--- config.mk ---
export PLATFORM = sky130hd
export DESIGN_NAME = mac_dispatch
export DESIGN_NICKNAME = d
export VERILOG_FILES = /design/src/rtl/mac_pkg.sv /design/src/rtl/sync_fifo.sv /design/src/rtl/mac_dispatch.sv
export SDC_FILE = /design/constraint.sdc
export NUM_CORES = 1
export LEC_CHECK = 0
export BUFFER_PORTS_ARGS = -buffer_cell sky130_fd_sc_hd__buf_2
export CELL_PAD_IN_SITES_DETAIL_PLACEMENT = 1
export CELL_PAD_IN_SITES_GLOBAL_PLACEMENT = 1
export CORE_ASPECT_RATIO = 1.2
export CORE_UTILIZATION = 50
export CTS_CLUSTER_DIAMETER = 80
export DETAILED_ROUTE_END_ITERATION = 12
export PLACE_DENSITY = 0.8
export SETUP_SLACK_MARGIN = 0.05
export SYNTH_ARGS = -nofsm -noshare
export SYNTH_HDL_FRONTEND = slang
export SYNTH_SLANG_ARGS = --single-unit
--- constraint.sdc ---
create_clock -name CLK -period 5.9 [get_ports CLK]
set_input_delay 0.59 -clock CLK [delete_from_list [all_inputs] [get_ports CLK]]
set_output_delay 0.59 -clock CLK [all_outputs]
set_load 0.03 [all_outputs]
--- src/rtl/mac_pkg.sv ---
// mac_pkg: shared widths, tag/wait-counter widths and FSM state encoding for mac_dispatch
package mac_pkg;
  localparam int DEF_A_BITWIDTH = 8;
  localparam int DEF_OUT_BITWIDTH = 16;
  localparam int TAG_W = 4;
  localparam int CNT_W = 8;
  typedef enum logic [1:0] {IDLE, ISSUE, RESULT, RECOVER} state_t;
endpackage

--- src/rtl/sync_fifo.sv ---
// sync_fifo: count-based synchronous FIFO (CLK, RST, push/wdata in, pop/rdata out, full/empty flags)
module sync_fifo #(
  parameter int W = 8,
  parameter int DEPTH = 4
)(
  input  logic         CLK,
  input  logic         RST,
  input  logic         push,
  input  logic [W-1:0] wdata,
  input  logic         pop,
  output logic [W-1:0] rdata,
  output logic         full,
  output logic         empty
);
  localparam int AW = DEPTH > 1 ? $clog2(DEPTH) : 1;
  localparam int CW = AW + 1;
  logic [W-1:0] mem [DEPTH];
  logic [AW-1:0] wp, rp;
  logic [CW-1:0] cnt;
  logic wr, rd;
  assign full = cnt == CW'(DEPTH);
  assign empty = cnt == '0;
  assign wr = push && !full;
  assign rd = pop && !empty;
  assign rdata = mem[rp];
  always_ff @(posedge CLK) if (wr) mem[wp] <= wdata;
  always_ff @(posedge CLK) begin
    if (RST) begin
      wp <= '0;
      rp <= '0;
      cnt <= '0;
    end else begin
      if (wr) wp <= wp + AW'(1);
      if (rd) rp <= rp + AW'(1);
      cnt <= cnt + CW'(wr) - CW'(rd);
    end
  end
endmodule

--- src/rtl/mac_dispatch.sv ---
// mac_dispatch: buffers tagged operand triples, issues them to a MAC with timeout, returns tagged results (IN_* push, MAC_* request/response, OUT_* result)
module mac_dispatch
  import mac_pkg::*;
#(
  parameter int A_BITWIDTH = DEF_A_BITWIDTH,
  parameter int OUT_BITWIDTH = DEF_OUT_BITWIDTH,
  parameter int FIFO_DEPTH = 4,
  parameter int TIMEOUT_CYCLES = 16
)(
  input  logic                    CLK,
  input  logic                    RST,
  input  logic                    IN_VALID,
  output logic                    IN_READY,
  input  logic [A_BITWIDTH-1:0]   IN_A,
  input  logic [A_BITWIDTH-1:0]   IN_B,
  input  logic [A_BITWIDTH-1:0]   IN_C,
  output logic                    MAC_EN,
  output logic [A_BITWIDTH-1:0]   MAC_A,
  output logic [A_BITWIDTH-1:0]   MAC_B,
  output logic [A_BITWIDTH-1:0]   MAC_C,
  input  logic [OUT_BITWIDTH-1:0] MAC_MOUT,
  input  logic                    MAC_DONE,
  output logic                    OUT_VALID,
  input  logic                    OUT_READY,
  output logic [OUT_BITWIDTH-1:0] OUT_DATA,
  output logic [TAG_W-1:0]        OUT_TAG,
  output logic                    OUT_ERR
);
  localparam int FW = TAG_W + 3 * A_BITWIDTH;
  state_t state, state_nx;
  logic [TAG_W-1:0] tag_cnt, op_tag;
  logic [CNT_W-1:0] wait_cnt;
  logic [FW-1:0] head;
  logic full, empty, pop, tmo, fin;
  sync_fifo #(.W(FW), .DEPTH(FIFO_DEPTH)) u_fifo (
    .CLK(CLK),
    .RST(RST),
    .push(IN_VALID),
    .wdata({tag_cnt, IN_A, IN_B, IN_C}),
    .pop(pop),
    .rdata(head),
    .full(full),
    .empty(empty)
  );
  assign IN_READY = !full;
  assign pop = state == IDLE && !empty;
  assign tmo = wait_cnt >= CNT_W'(TIMEOUT_CYCLES);
  assign fin = state == ISSUE && (MAC_DONE || tmo);
  always_ff @(posedge CLK) state <= RST ? IDLE : state_nx;
  always_comb begin
    state_nx = state;
    case (state)
      IDLE:    state_nx = empty ? IDLE : ISSUE;
      ISSUE:   state_nx = (MAC_DONE || tmo) ? RESULT : ISSUE;
      RESULT:  state_nx = OUT_READY ? RECOVER : RESULT;
      RECOVER: state_nx = MAC_DONE ? RECOVER : IDLE;
      default: state_nx = IDLE;
    endcase
  end
  always_comb begin
    MAC_EN = state == ISSUE;
    OUT_VALID = state == RESULT;
  end
  always_ff @(posedge CLK) begin
    if (RST) begin
      tag_cnt <= '0;
      op_tag <= '0;
      wait_cnt <= '0;
      MAC_A <= '0;
      MAC_B <= '0;
      MAC_C <= '0;
      OUT_DATA <= '0;
      OUT_TAG <= '0;
      OUT_ERR <= 1'b0;
    end else begin
      if (IN_VALID && !full) tag_cnt <= tag_cnt + TAG_W'(1);
      if (pop) begin
        {op_tag, MAC_A, MAC_B, MAC_C} <= head;
        wait_cnt <= CNT_W'(1);
      end else if (state == ISSUE && !fin) begin
        wait_cnt <= wait_cnt + CNT_W'(1);
      end
      if (fin) begin
        OUT_DATA <= MAC_DONE ? MAC_MOUT : '0;
        OUT_ERR <= !MAC_DONE;
        OUT_TAG <= op_tag;
      end
    end
  end
endmodule
# == Word level (Yosys, flattened, before mapping) ==
# Memories as Yosys holds them, arrays and structs flattened. A register that Yosys moved wholly into a read port is not among the register bits.
# Index checks and enable logic that the tools add are counted.
# word_totals
ff_bits,42
ramBits,112
in_bits,45
output_inout_bits,48
elab_cells,46
mem_count,1
# mem_list
name,depth,width,read_ports,rd_ports_with_merged_regs,write_ports,line_no,text
u_fifo.mem,4,28,1,1,1,sync_fifo.sv:17,logic [W-1:0] mem [DEPTH];
# op_classes
addsub,6
n_lt_le_gt_ge,1
n_eq_ne,4
mux,10
reduce_logical,14
# op_table
op,n
$mux 16,1
$add 8x1->8 const B,1
$ge 8x5->1 const B,1
$pmux 2 s4,1
$mux 1,6
$logic_and 1x1->1,5
$add 2x1->2 const B,2
$add 4x1->4 const B,1
$eq 2x2->1 const B,2
$logic_not 1->1,4
$mux 2,2
$add 3x1->3,1
$eq 3x3->1 const B,1
$logic_not 3->1,1
$sub 3x1->3,1
$eq 2x1->1 const B,1
$logic_not 2->1,1
$reduce_bool 2->1,1
$reduce_or 2->1,1
$logic_or 1x1->1,1

# == Depth between registers and ports, before layout ==
# Gate-level depths: netlist of run 1.
# depth
depth_word,7
depth_mapped,11
ltp_nobuf,11

# == Hierarchy ==
# A second synthesis of run 1 with hierarchy kept.
# hier_totals
hier_cells,488
area_unflattened_um2,7056.8
# by_module_without_submodules
module,instances,cells_each,area_each_um2,seq_area_each_um2
sync_fifo,1,197,4574.4,3543.4
mac_dispatch,1,291,2482.4,1261.2

# == Worst setup path before layout of run 1 ==
# No wires, ideal clock.
# synth_path
kind,register -> register
startpoint,register u_fifo.cnt[1]
endpoint,"memory u_fifo.mem[0][0] (netlist bit), enable pin"
arrival_ps,1961
path_slack_ps,3557
stages_incl_launch_ff,4
n_path_buf,0
synth_period_minus_slack_ps,2343
path_cell_list,dfxtp_1 nor3b_1 clkinv_1 and3_1
# synth_between
elab_chain_cells,5
# synth_rtl
item,line_no,text
start: declaration,sync_fifo.sv:19,logic [CW-1:0] cnt;
start signal: assignment,sync_fifo.sv:35,cnt <= cnt + CW'(wr) - CW'(rd);
$eq 3x3->1,sync_fifo.sv:21,assign full = cnt == CW'(DEPTH);
$logic_not 1->1,-,
net IN_READY,mac_dispatch.sv:13,"output logic IN_READY,"
$logic_and 1x1->1,sync_fifo.sv:23,assign wr = push && !full;
$mux 1,sync_fifo.sv:26,always_ff @(posedge CLK) if (wr) mem[wp] <= wdata;
$mux 1 (not written as such),sync_fifo.sv:26,
end: declaration,sync_fifo.sv:17,
# The timed path passes the listed nets, and every way through them passes these cells.

# == Worst setup path in the final report of run 1 ==
# layout_path
startpoint,register u_fifo.cnt[2]
endpoint,output IN_READY
# layout_between
elab_chain_cells,2
# layout_rtl
item,line_no,text
$eq 3x3->1,sync_fifo.sv:21,
$logic_not 1->1,mac_dispatch.sv:45,assign IN_READY = !full;
end: declaration,mac_dispatch.sv:13,
# No other way between the ends.

==> results of run 1 <==
==> per-stage QoR <==
stage	hold WS [ps]	setup slack, ps	power [mW]	std cells	util [%]
after floorplan	436	3560	2.45	411	-
after global placement	442	3490	2.73	656	56.0
after detailed placement	453	3410	2.78	656	56.0
after CTS	360	3050	3.91	688	60.4
after global routing	366	2960	4.04	688	60.4
final	381	3060	3.87	688	60.4
==> registers in the layout, indices dropped and copies added (netlist names) <==
signal,flops
u_fifo.mem,112
OUT_DATA,16
MAC_A,8
MAC_B,8
MAC_C,8
wait_cnt,8
OUT_TAG,4
op_tag,4
tag_cnt,4
u_fifo.cnt,3
state,2
u_fifo.rp,2
u_fifo.wp,2
OUT_ERR,1
==> kinds of logic after synthesis <==
logic type / after synthesis
AOI/OAI and AO/OA: 74
adders and majority gates: 10
DFF: 182
and+or+nand+nor: 72
muxes: 35
buffers and inverters: 37
xor gates and xnor gates: 1
==> critical path: stages (launching register included) <==
cell	delay, ps
dfxtp_1	410
nor3b_1	690
clkinv_1	430
buf_2	300
==> final cells by class <==
class                           instances  area (um^2)  share of cell area [%]
Clock buffer                           18          439                    5.49
Multi-Input combinational cell        192         1870                    23.3
Inverter                               14         52.6                   0.657
Sequential cell                       182         4770                    59.6
Clock inverter                         14          145                    1.81
Timing Repair Buffer                  100          520                    6.51
Tap cell                              168          210                    2.63
==> cell usage in the layout, fill, tap and decap left out, drive strengths merged, types with 2 or more instances in the layout <==
cell        n
edfxtp    112
buf       100
dfxtp      70
mux4       28
a22o       25
nor2b      22
clkbuf     18
inv        18
a32o       16
a21oi      11
nand3       9
o21ai       9
ha          9
nor2        8
nand2       7
clkinv      7
nor3        6
or3         4
and3        4
mux2        4
and2        4
mux2i       3
o2bb2ai     3
o31ai       3
o21a        2
or4         2
clkinvlp    2
==> path summary, 6_finish.rpt <==
kind / slack, ps / startpoint / endpoint / depth (start not counted)
worst max-delay path: 3060 / u_fifo.cnt[2] / IN_READY / 3
worst min register to register: 460 / OUT_TAG[0] / OUT_TAG[0] / 2
worst max register to register: 3230 / u_fifo.cnt[1] / u_fifo.cnt[2] / 11
worst min-delay path: 380 / IN_B[4] / u_fifo.mem[1][12] / 1
==> power by group <==
part / switching [mW] / total, mW / internal [mW]
Sequential: 0.109 / 1.68 / 1.57
Clock: 0.495 / 1.10 / 0.605
Combinational: 0.675 / 1.09 / 0.416
==> metal layers <==
layer | GRT usage, % | wire, um | vias to the layer above | share of wire [%]
li1 | - | - | 1810 | -
met1 | 26.9 | 5960 | 2032 | 40
met2 | 40.3 | 7810 | 120 | 53
met3 | 5.38 | 694 | 25 | 4.7
met4 | 8.14 | 261 | 0 | 1.8
met5 | 0 | 0 | - | 0
==> reports/summary.txt, run 1 <==
Area growth, synth to finish = 18.1%
Die Ht = 129 um
largest net degree at the start of global routing = 40
asr flop ratio synth = 0%
Starting DRT DRC Count = 217
all-layer global routing usage = 22.7%
# IOs = 93
most area-consuming cells after synthesis = edfxtp_1 50%, dfxtp_1 21%, mux4_2 9.3%
CP Max Fanout = 9
Max-slew headroom = 35.9%
Ys Warns = 0
post-DP HPWL = 9280 um
hold_buf cts = 0
fin area = 8000 um^2
routability cong. = 0.685
Initial Util = 51.2%
run status = completed
clock root cell = clkbuf_16
setup TNS = 0 ps
PortBufs = 92
Hold Vio Cnt, Final = 0
most frequent cell after synthesis = edfxtp_1
number of global-route vias before repair = 4263
maximum vdd drop = 0.303 mV
grt ovf = 0
compound-gate portion of the synthesized area = 8.87%
core area = 13200 um^2
Leak Pwr = 2.98 nW
Post-Synth XOR/XNOR Area = 0.129%
RSZ-0062 raised after global routing = false
share of cells above drive strength 1 = 32.5%
register area share after synthesis = 70.3%
period utilization = 48.1%
setup bufs post-CTS = 0
FF+latch count, synth = 182
skew final = 15.3 ps
Least-Margin Pin Slew = 962 ps
first-pass GRT wire length = 23100 um
number of max-cap violations = 0
Setup crit start kind = register
mux contribution to synthesized area = 10.4%
syn nets = 466
number of flops mapped to enable cells by yosys = 112
Vias/cell = 5.80
Antenna Nets Post-Route = 0
clock-pin slew on the worst setup and hold paths = 60 ps
TritonCTS Buffers = 17
# DRC = 0
Final setup viols = 0
Worst Path Arrival = 2250 ps
Distinct cells, synth = 43
Fmax = 352 MHz
pwr dens = 483 nW/um^2
FILL cells = 1245
vias after detailed routing = 3987
wirelength, routed = 14700 um
Num Clock Sinks = 182
TritonCTS clock tree = done
initial antenna violation count = 0
Resized Gates After CTS = 0
Synth Area in Adders = 1.96%
Syn Std Cell Area = 6770 um^2
Tmin final = 2840 ps
Post-DP Area = 7420 um^2
die area = 14000 um^2
max-slew violations = 0
Most used DFF post-synth = edfxtp_1
n_diodes = 0
Setup CP Type = register to output pin
CTS max path bufs = 2
crit end category = output pin
Nets = 562
largest area contributor in the netlist = edfxtp_1
H-tree lvl count = 4
WP data required = 5310 ps
Synth Instances = 411
site row count = 46
DR pass1 iterations = 5
Mean Syn Cell Area = 16.5 um^2
clk_lat worst skew = 430 ps
wire length per cell = 21.4 um
simple-gate portion of the synthesized area = 6.10%
chip width = 108 um
Hold WC Path Type = primary input to register
combinational family with the most area after synthesis = multiplexers
top-area cell type share of the netlist area = 49.7%
commonest cells in the netlist = 112 x edfxtp_1, 70 x dfxtp_1, 28 x mux4_2, 25 x a22o_1, 22 x nor2b_1
Note: power is estimated with default switching activity, not from simulation.
==> run 2, diff against run 1 <==
--- a/config.mk
+++ b/config.mk
@@ -5,14 +5,15 @@
 export SDC_FILE = /design/constraint.sdc
 export NUM_CORES = 1
 export LEC_CHECK = 0
+export ABC_AREA = 1
 export BUFFER_PORTS_ARGS = -buffer_cell sky130_fd_sc_hd__buf_2
 export CELL_PAD_IN_SITES_DETAIL_PLACEMENT = 1
 export CELL_PAD_IN_SITES_GLOBAL_PLACEMENT = 1
 export CORE_ASPECT_RATIO = 1.2
-export CORE_UTILIZATION = 50
+export CORE_UTILIZATION = 41
 export CTS_CLUSTER_DIAMETER = 80
 export DETAILED_ROUTE_END_ITERATION = 12
-export PLACE_DENSITY = 0.8
+export PLACE_DENSITY = 0.74
 export SETUP_SLACK_MARGIN = 0.05
 export SYNTH_ARGS = -nofsm -noshare
 export SYNTH_HDL_FRONTEND = slang
==> constraint.sdc (replaced) <==
create_clock -name CLK -period 2.41 [get_ports CLK]
set_input_delay 0.241 -clock CLK [delete_from_list [all_inputs] [get_ports CLK]]
set_output_delay 0.241 -clock CLK [all_outputs]
set_load 0.03 [all_outputs]
==> run 2 against run 1 <==
Sequential share of layout area shrank 2.2 points. Worst hold slack got worse by 350 ps. Via count increased by 21%. Utilization shrank 11 points. First-iteration DRC count rose by 56%. Critical path depth is 9 higher. Sequential power grew to 2.6 times the previous value. Largest power group unchanged. Worst setup slack got worse by 2700 ps. Die area up 26%. Critical path type is now register to register. Largest cell class unchanged. Global-route usage decreased by 3.6 points. Power rose to 2.6 times the previous value.
==> reports/summary.txt, run 2 <==
run status = completed
Area growth, synth to finish = 18.2%
Mean Syn Cell Area = 10.8 um^2
DR pass1 iterations = 4
n_diodes = 0
Most used DFF post-synth = edfxtp_1
syn nets = 709
crit end category = register
sequential share of power = 43.1%
post-layout util = 49.3%
max-slew violations = 0
Syn Std Cell Area = 7030 um^2
Max-slew headroom = 56.3%
CTS max path bufs = 2
WP data required = 2770 ps
# DRC = 0
top-area cell type share of the netlist area = 47.8%
Worst path max stage delay = 400 ps
most area-consuming cells after synthesis = edfxtp_1 48%, dfxtp_1 20%, nand2_1 6.0%
worst-case hold slack = 30.2 ps
commonest cells in the netlist = 113 x nand2_1, 112 x edfxtp_1, 83 x inv_1, 75 x a21oi_1, 70 x dfxtp_1
Largest Register = u_fifo.mem
post-DP HPWL = 9890 um
Nets = 799
TritonCTS Buffers = 17
Starting DRT DRC Count = 339
routability cong. = 0.690
Final setup viols = 0
Largest register FFs = 112
first-pass GRT wire length = 25800 um
commonest cells after routing, fill and taps aside = 113 x nand2_1, 112 x edfxtp_1, 92 x buf_2
Initial Util = 41.7%
largest area contributor in the netlist = edfxtp_1
number of max-cap violations = 0
pwr dens = 1200 nW/um^2
chip width = 122 um
vias after detailed routing = 4812
FILL cells = 1863
wire length per cell = 16.3 um
wirelength, routed = 15900 um
all-layer global routing usage = 19.1%
Comb power frac = 28.9%
share of cells above drive strength 1 = 20.6%
CP Cell Sequence = inv_1 -> nand3b_1 -> nand2_2 -> inv_2 -> ha_1 -> inv_1 -> ha_1 -> inv_1 -> fa_1 -> inv_1 -> o21ai_0 -> a21oi_1
RSZ-0062 raised after global routing = false
Resized Gates After CTS = 0
Vias/cell = 4.95
Leak Pwr = 3.45 nW
register area share after synthesis = 67.8%
H-tree lvl count = 4
Setup CP Type = register to register
clock root cell = clkbuf_16
hold_buf cts = 0
number of flops mapped to enable cells by yosys = 112
Sw Ratio = 35.7%
number of global-route vias before repair = 5196
site row count = 52
Largest regs = u_fifo.mem x112, OUT_DATA x16
most frequent cell after synthesis = nand2_1
Distinct cells, synth = 26
# IOs = 93
Ys Warns = 0
grt ovf = 0
asr flop ratio synth = 0%
PortBufs = 92
FF+latch count, synth = 182
Least-Margin Pin Slew = 653 ps
core area = 16900 um^2
CP Max Fanout = 5
Net Switching = 3.56 mW
Hold WC Path Type = primary input to register
Slowest cell on crit path = dfxtp_1
Tmin final = 2070 ps
maximum vdd drop = 0.613 mV
die area = 17700 um^2
Die Ht = 145 um
Num Clock Sinks = 182
initial antenna violation count = 0
largest net degree at the start of global routing = 66
clk_lat worst skew = 430 ps
commonest non-fill, non-tap cell in the layout = nand2_1
total power = 9.98 mW
Synth Instances = 654
Setup crit start kind = register
P_int = 6.42 mW
most used cell along the critical path = inv_1
TritonCTS clock tree = done
Antenna Nets Post-Route = 0
setup bufs post-CTS = 0
clock share of power = 28.0%
clock-pin slew on the worst setup and hold paths = 60 ps
period utilization = 85.8%
Hold Vio Cnt, Final = 0
Worst Path Arrival = 2420 ps
Fmax = 484 MHz
skew final = 8.20 ps
[run 2: cell types whose count changed after synthesis, sizes merged, moves of 27 or more]
cell,previous run,this run
nand2,7,114
mux4,28,0
a21oi,11,85
inv,13,88
o21ai,9,67
nor2,8,35
[run 2: cells by family (layout without fill, tap and decap cells)]
family	count (synthesis)	after routing	share of synthesized area (%)
AO/OA/AOI/OAI	152	152	11.4
XOR/XNOR	6	6	0.747
adder cells (fa/ha/maj)	10	10	1.89
buffers and inverters	119	222	7.10
flip-flops	182	182	67.8
AND/OR/NAND/NOR	185	185	11.2
[run 2: cell type report]
class	instances	area (um^2)	area share (%)
Tap cell	216	270	3.25
Timing Repair Buffer	102	548	6.59
Clock buffer	23	468	5.63
Multi-Input combinational cell	353	1800	21.6
Clock inverter	9	125	1.51
Sequential cell	182	4770	57.4
Inverter	88	333	4.00
[run 2: final timing paths]
kind	from	to	slack (ps)	depth (start not counted)
max	u_fifo.cnt[1]	u_fifo.cnt[2]	340	12
min	IN_C[0]	u_fifo.mem[1][0]	30	1
max reg2reg	u_fifo.cnt[1]	u_fifo.cnt[2]	340	12
min reg2reg	wait_cnt[5]	wait_cnt[5]	430	2
[run 2: per-layer routing]
metal | GRT usage, % | vias up | share of wire [%]
li1 | - | 2347 | -
met1 | 21.4 | 2348 | 42
met2 | 34.4 | 101 | 53
met3 | 5.29 | 16 | 4.7
met4 | 6.17 | 0 | 1.3
met5 | 0 | - | 0
[run 2: stage by stage]
| stage | instances | setup slack (ps) | TNS (ps) | area [um^2] |
|---|---|---|---|---|
| final | 973 | 343 | 0 | 8310 |
| after global routing | 973 | 169 | 0 | 8310 |
| after CTS | 973 | 316 | 0 | 8310 |
| after global placement | 941 | 512 | 0 | 7720 |
| after detailed placement | 941 | 377 | 0 | 7720 |
| after floorplan | 654 | -242 | -27080 | 7030 |
[run 2: power by group through the flow]
stage / clock network, mW / logic [mW] / registers [mW]
after floorplan: 0 / 1.63 / 4.72
after global placement: 0 / 2.78 / 4.31
after detailed placement: 0 / 2.92 / 4.36
after CTS: 2.86 / 2.95 / 4.31
after global routing: 2.98 / 3.22 / 4.37
final: 2.80 / 2.88 / 4.30
[run 2: critical path, delay by kind of cell (launching register included)]
kind,cells,cell delay (ps)
simple gates,2,230
buf+inv,5,400
compound gates,2,230
fa+ha+maj,3,730
flops,1,400
==> run 3, diff against run 2 <==
--- a/config.mk
+++ b/config.mk
@@ -13,8 +13,9 @@
 export CORE_UTILIZATION = 41
 export CTS_CLUSTER_DIAMETER = 80
 export DETAILED_ROUTE_END_ITERATION = 12
-export PLACE_DENSITY = 0.74
+export PLACE_DENSITY = 0.73
 export SETUP_SLACK_MARGIN = 0.05
 export SYNTH_ARGS = -nofsm -noshare
 export SYNTH_HDL_FRONTEND = slang
+export SYNTH_HIERARCHICAL = 1
 export SYNTH_SLANG_ARGS = --single-unit
==> run 3 against run 2 <==
Worst setup slack lost 55 ps. Cell count down 2.8%. Routed wire length increased by 3.6%. Power is 10% lower. Utilization is 0.58 points higher. Cell area decreased by 1.2%. Clock skew rose by 0.86 ps. Clock power hardly changed. Critical path depth up 1. Largest power group unchanged. Combinational power fell by 24%. Critical endpoint is now u_fifo/cnt[2]. First-iteration DRC count shrank 48%. Non-clock buffer count rose by 1.
==> reports/summary.txt, run 3 <==
run status = completed
most area-consuming cells after synthesis = edfxtp_1 48%, dfxtp_1 21%, nor2_1 5.8%
largest area contributor in the netlist = edfxtp_1
Max-slew headroom = 33.8%
crit end category = register
H-tree lvl count = 4
FF+latch count, synth = 184
hold depth = 1
Hold WC Path Type = primary input to register
Fmax = 471 MHz
PortBufs = 92
pwr dens = 1090 nW/um^2
area of the multi-input gates = 1860 um^2
Worst path max stage delay = 390 ps
top-area cell type share of the netlist area = 48.2%
Largest regs = u_fifo/mem x112, OUT_DATA x16
Tmin final = 2120 ps
chip width = 121 um
CP Buf/Inv Count = 3
Antenna Nets Post-Route = 0
Setup crit start kind = register
initial antenna violation count = 0
Largest register FFs = 112
Leak Pwr = 3.31 nW
all-layer global routing usage = 19.5%
Nets = 776
Syn Std Cell Area = 6980 um^2
Ys Warns = 6
Area growth, synth to finish = 17.7%
grt ovf = 0
routability cong. = 0.728
Synth Instances = 630
post-DP HPWL = 10000 um
number of global-route vias before repair = 5078
Num Clock Sinks = 184
Final setup viols = 0
Sequential Area = 4810 um^2
fin area = 8210 um^2
wire length per cell = 17.4 um
DR pass1 iterations = 4
Crit path max-delay family = adder cells
max-slew violations = 0
TritonCTS Buffers = 17
Least-Margin Pin Slew = 992 ps
number of cells on the critical path = 13
commonest cells after routing, fill and taps aside = 112 x edfxtp_1, 102 x nor2_1, 92 x buf_2
FILL cells = 1837
Vias/cell = 5.19
clock-pin slew on the worst setup and hold paths = 60 ps
largest net degree at the start of global routing = 57
Die Ht = 145 um
maximum vdd drop = 0.480 mV
Setup CP Type = register to register
Hold Vio Cnt, Final = 0
skew final = 9.06 ps
Initial Util = 42.4%
commonest non-fill, non-tap cell in the layout = edfxtp_1
vias after detailed routing = 4912
WP data required = 2770 ps
Worst Path Arrival = 2490 ps
asr flop ratio synth = 0%
CP Max Fanout = 5
clock share of power = 30.8%
Sw Ratio = 32.7%
setup bufs post-CTS = 0
hold_buf cts = 0
Net Switching = 2.94 mW
site row count = 51
number of max-cap violations = 0
die area = 17600 um^2
Mean Syn Cell Area = 11.1 um^2
RSZ-0062 raised after global routing = false
number of flops mapped to enable cells by yosys = 112
commonest cells in the netlist = 112 x edfxtp_1, 107 x nor2_1, 91 x nand2_1, 72 x dfxtp_1, 43 x o21ai_0
most used cell along the critical path = inv_1
Largest Register = u_fifo/mem
R2R cell count = 13
Distinct cells, synth = 27
Comb power frac = 24.2%
Slowest cell on crit path = fa_1
Worst Slack Setup Final = 288 ps
TritonCTS clock tree = done
n_diodes = 0
share of cells above drive strength 1 = 20.0%
most frequent cell after synthesis = edfxtp_1
clk_lat worst skew = 430 ps
# DRC = 0
wirelength, routed = 16500 um
post-placement setup slack = 278 ps
register area share after synthesis = 68.8%
Resized Gates After CTS = 0
Most used DFF post-synth = edfxtp_1
CP Cell Sequence = nor2_2 -> nand2_1 -> inv_1 -> nor3_4 -> inv_1 -> nor2_1 -> ha_1 -> inv_1 -> ha_1 -> fa_1 -> nand3_1 -> nand2_1 -> nor2_1
# IOs = 93
sequential share of power = 44.9%
clock root cell = clkbuf_16
syn nets = 685
Post-DP Area = 7630 um^2
period utilization = 88.1%
first-pass GRT wire length = 25800 um
setup TNS = 0 ps
CTS max path bufs = 2
core area = 16500 um^2
Starting DRT DRC Count = 176
worst-case hold slack = 27.1 ps
P_int = 6.05 mW
## run 3: path summary, 6_finish.rpt
path | end | slack [ps] | startpoint
max reg2reg | u_fifo/cnt[2] | 290 | u_fifo/cnt[1]
min reg2reg | wait_cnt[6] | 430 | wait_cnt[6]
min | u_fifo/mem[0][17] | 30 | IN_A[1]
max | u_fifo/cnt[2] | 290 | u_fifo/cnt[1]
## run 3: per-stage QoR
stage,instances,utilization (%),power (mW)
CTS,946,49.9,9.09
global placement,914,46.3,6.15
finish,946,49.9,8.98
global route,946,49.9,9.44
floorplan,630,-,5.62
detailed placement,914,46.3,6.30
## run 3: cell families (layout without fill, tap and decap cells)
| group | count (synthesis) | in the layout | share of synthesized area, % |
|---|---|---|---|
| buffers and inverters | 73 | 177 | 5.14 |
| XOR/XNOR | 2 | 2 | 0.251 |
| flip-flops | 184 | 184 | 68.8 |
| adder cells (fa/ha/maj) | 10 | 10 | 1.90 |
| AND/OR/NAND/NOR | 243 | 243 | 14.3 |
| AO/OA/AOI/OAI | 118 | 118 | 9.55 |
## run 3: per-layer routing
| metal | routed length [um] | GRT usage (%) |
|---|---|---|
| met5 | 0 | 0 |
| met4 | 199 | 6.98 |
| met3 | 584 | 3.89 |
| met2 | 8790 | 35.6 |
| met1 | 6880 | 22.3 |
## run 3: power by group through the flow
stage / clock, mW / sequential [mW] / combinational, mW
2_1_floorplan: 0 / 4.35 / 1.27
3_3_place_gp: 0 / 4.07 / 2.08
3_5_place_dp: 0 / 4.10 / 2.20
4_1_cts: 2.83 / 4.04 / 2.23
5_1_grt: 2.95 / 4.08 / 2.41
6_report: 2.77 / 4.04 / 2.18
## run 3: area by class of cell
type,instances,share of cell area [%]
flip-flops and latches,184,58.5
multi-input cells,373,22.6
repair buffers,103,6.61
clock buffers,18,5.22
well taps,212,3.23
inverters,42,1.95
clock inverters,14,1.89
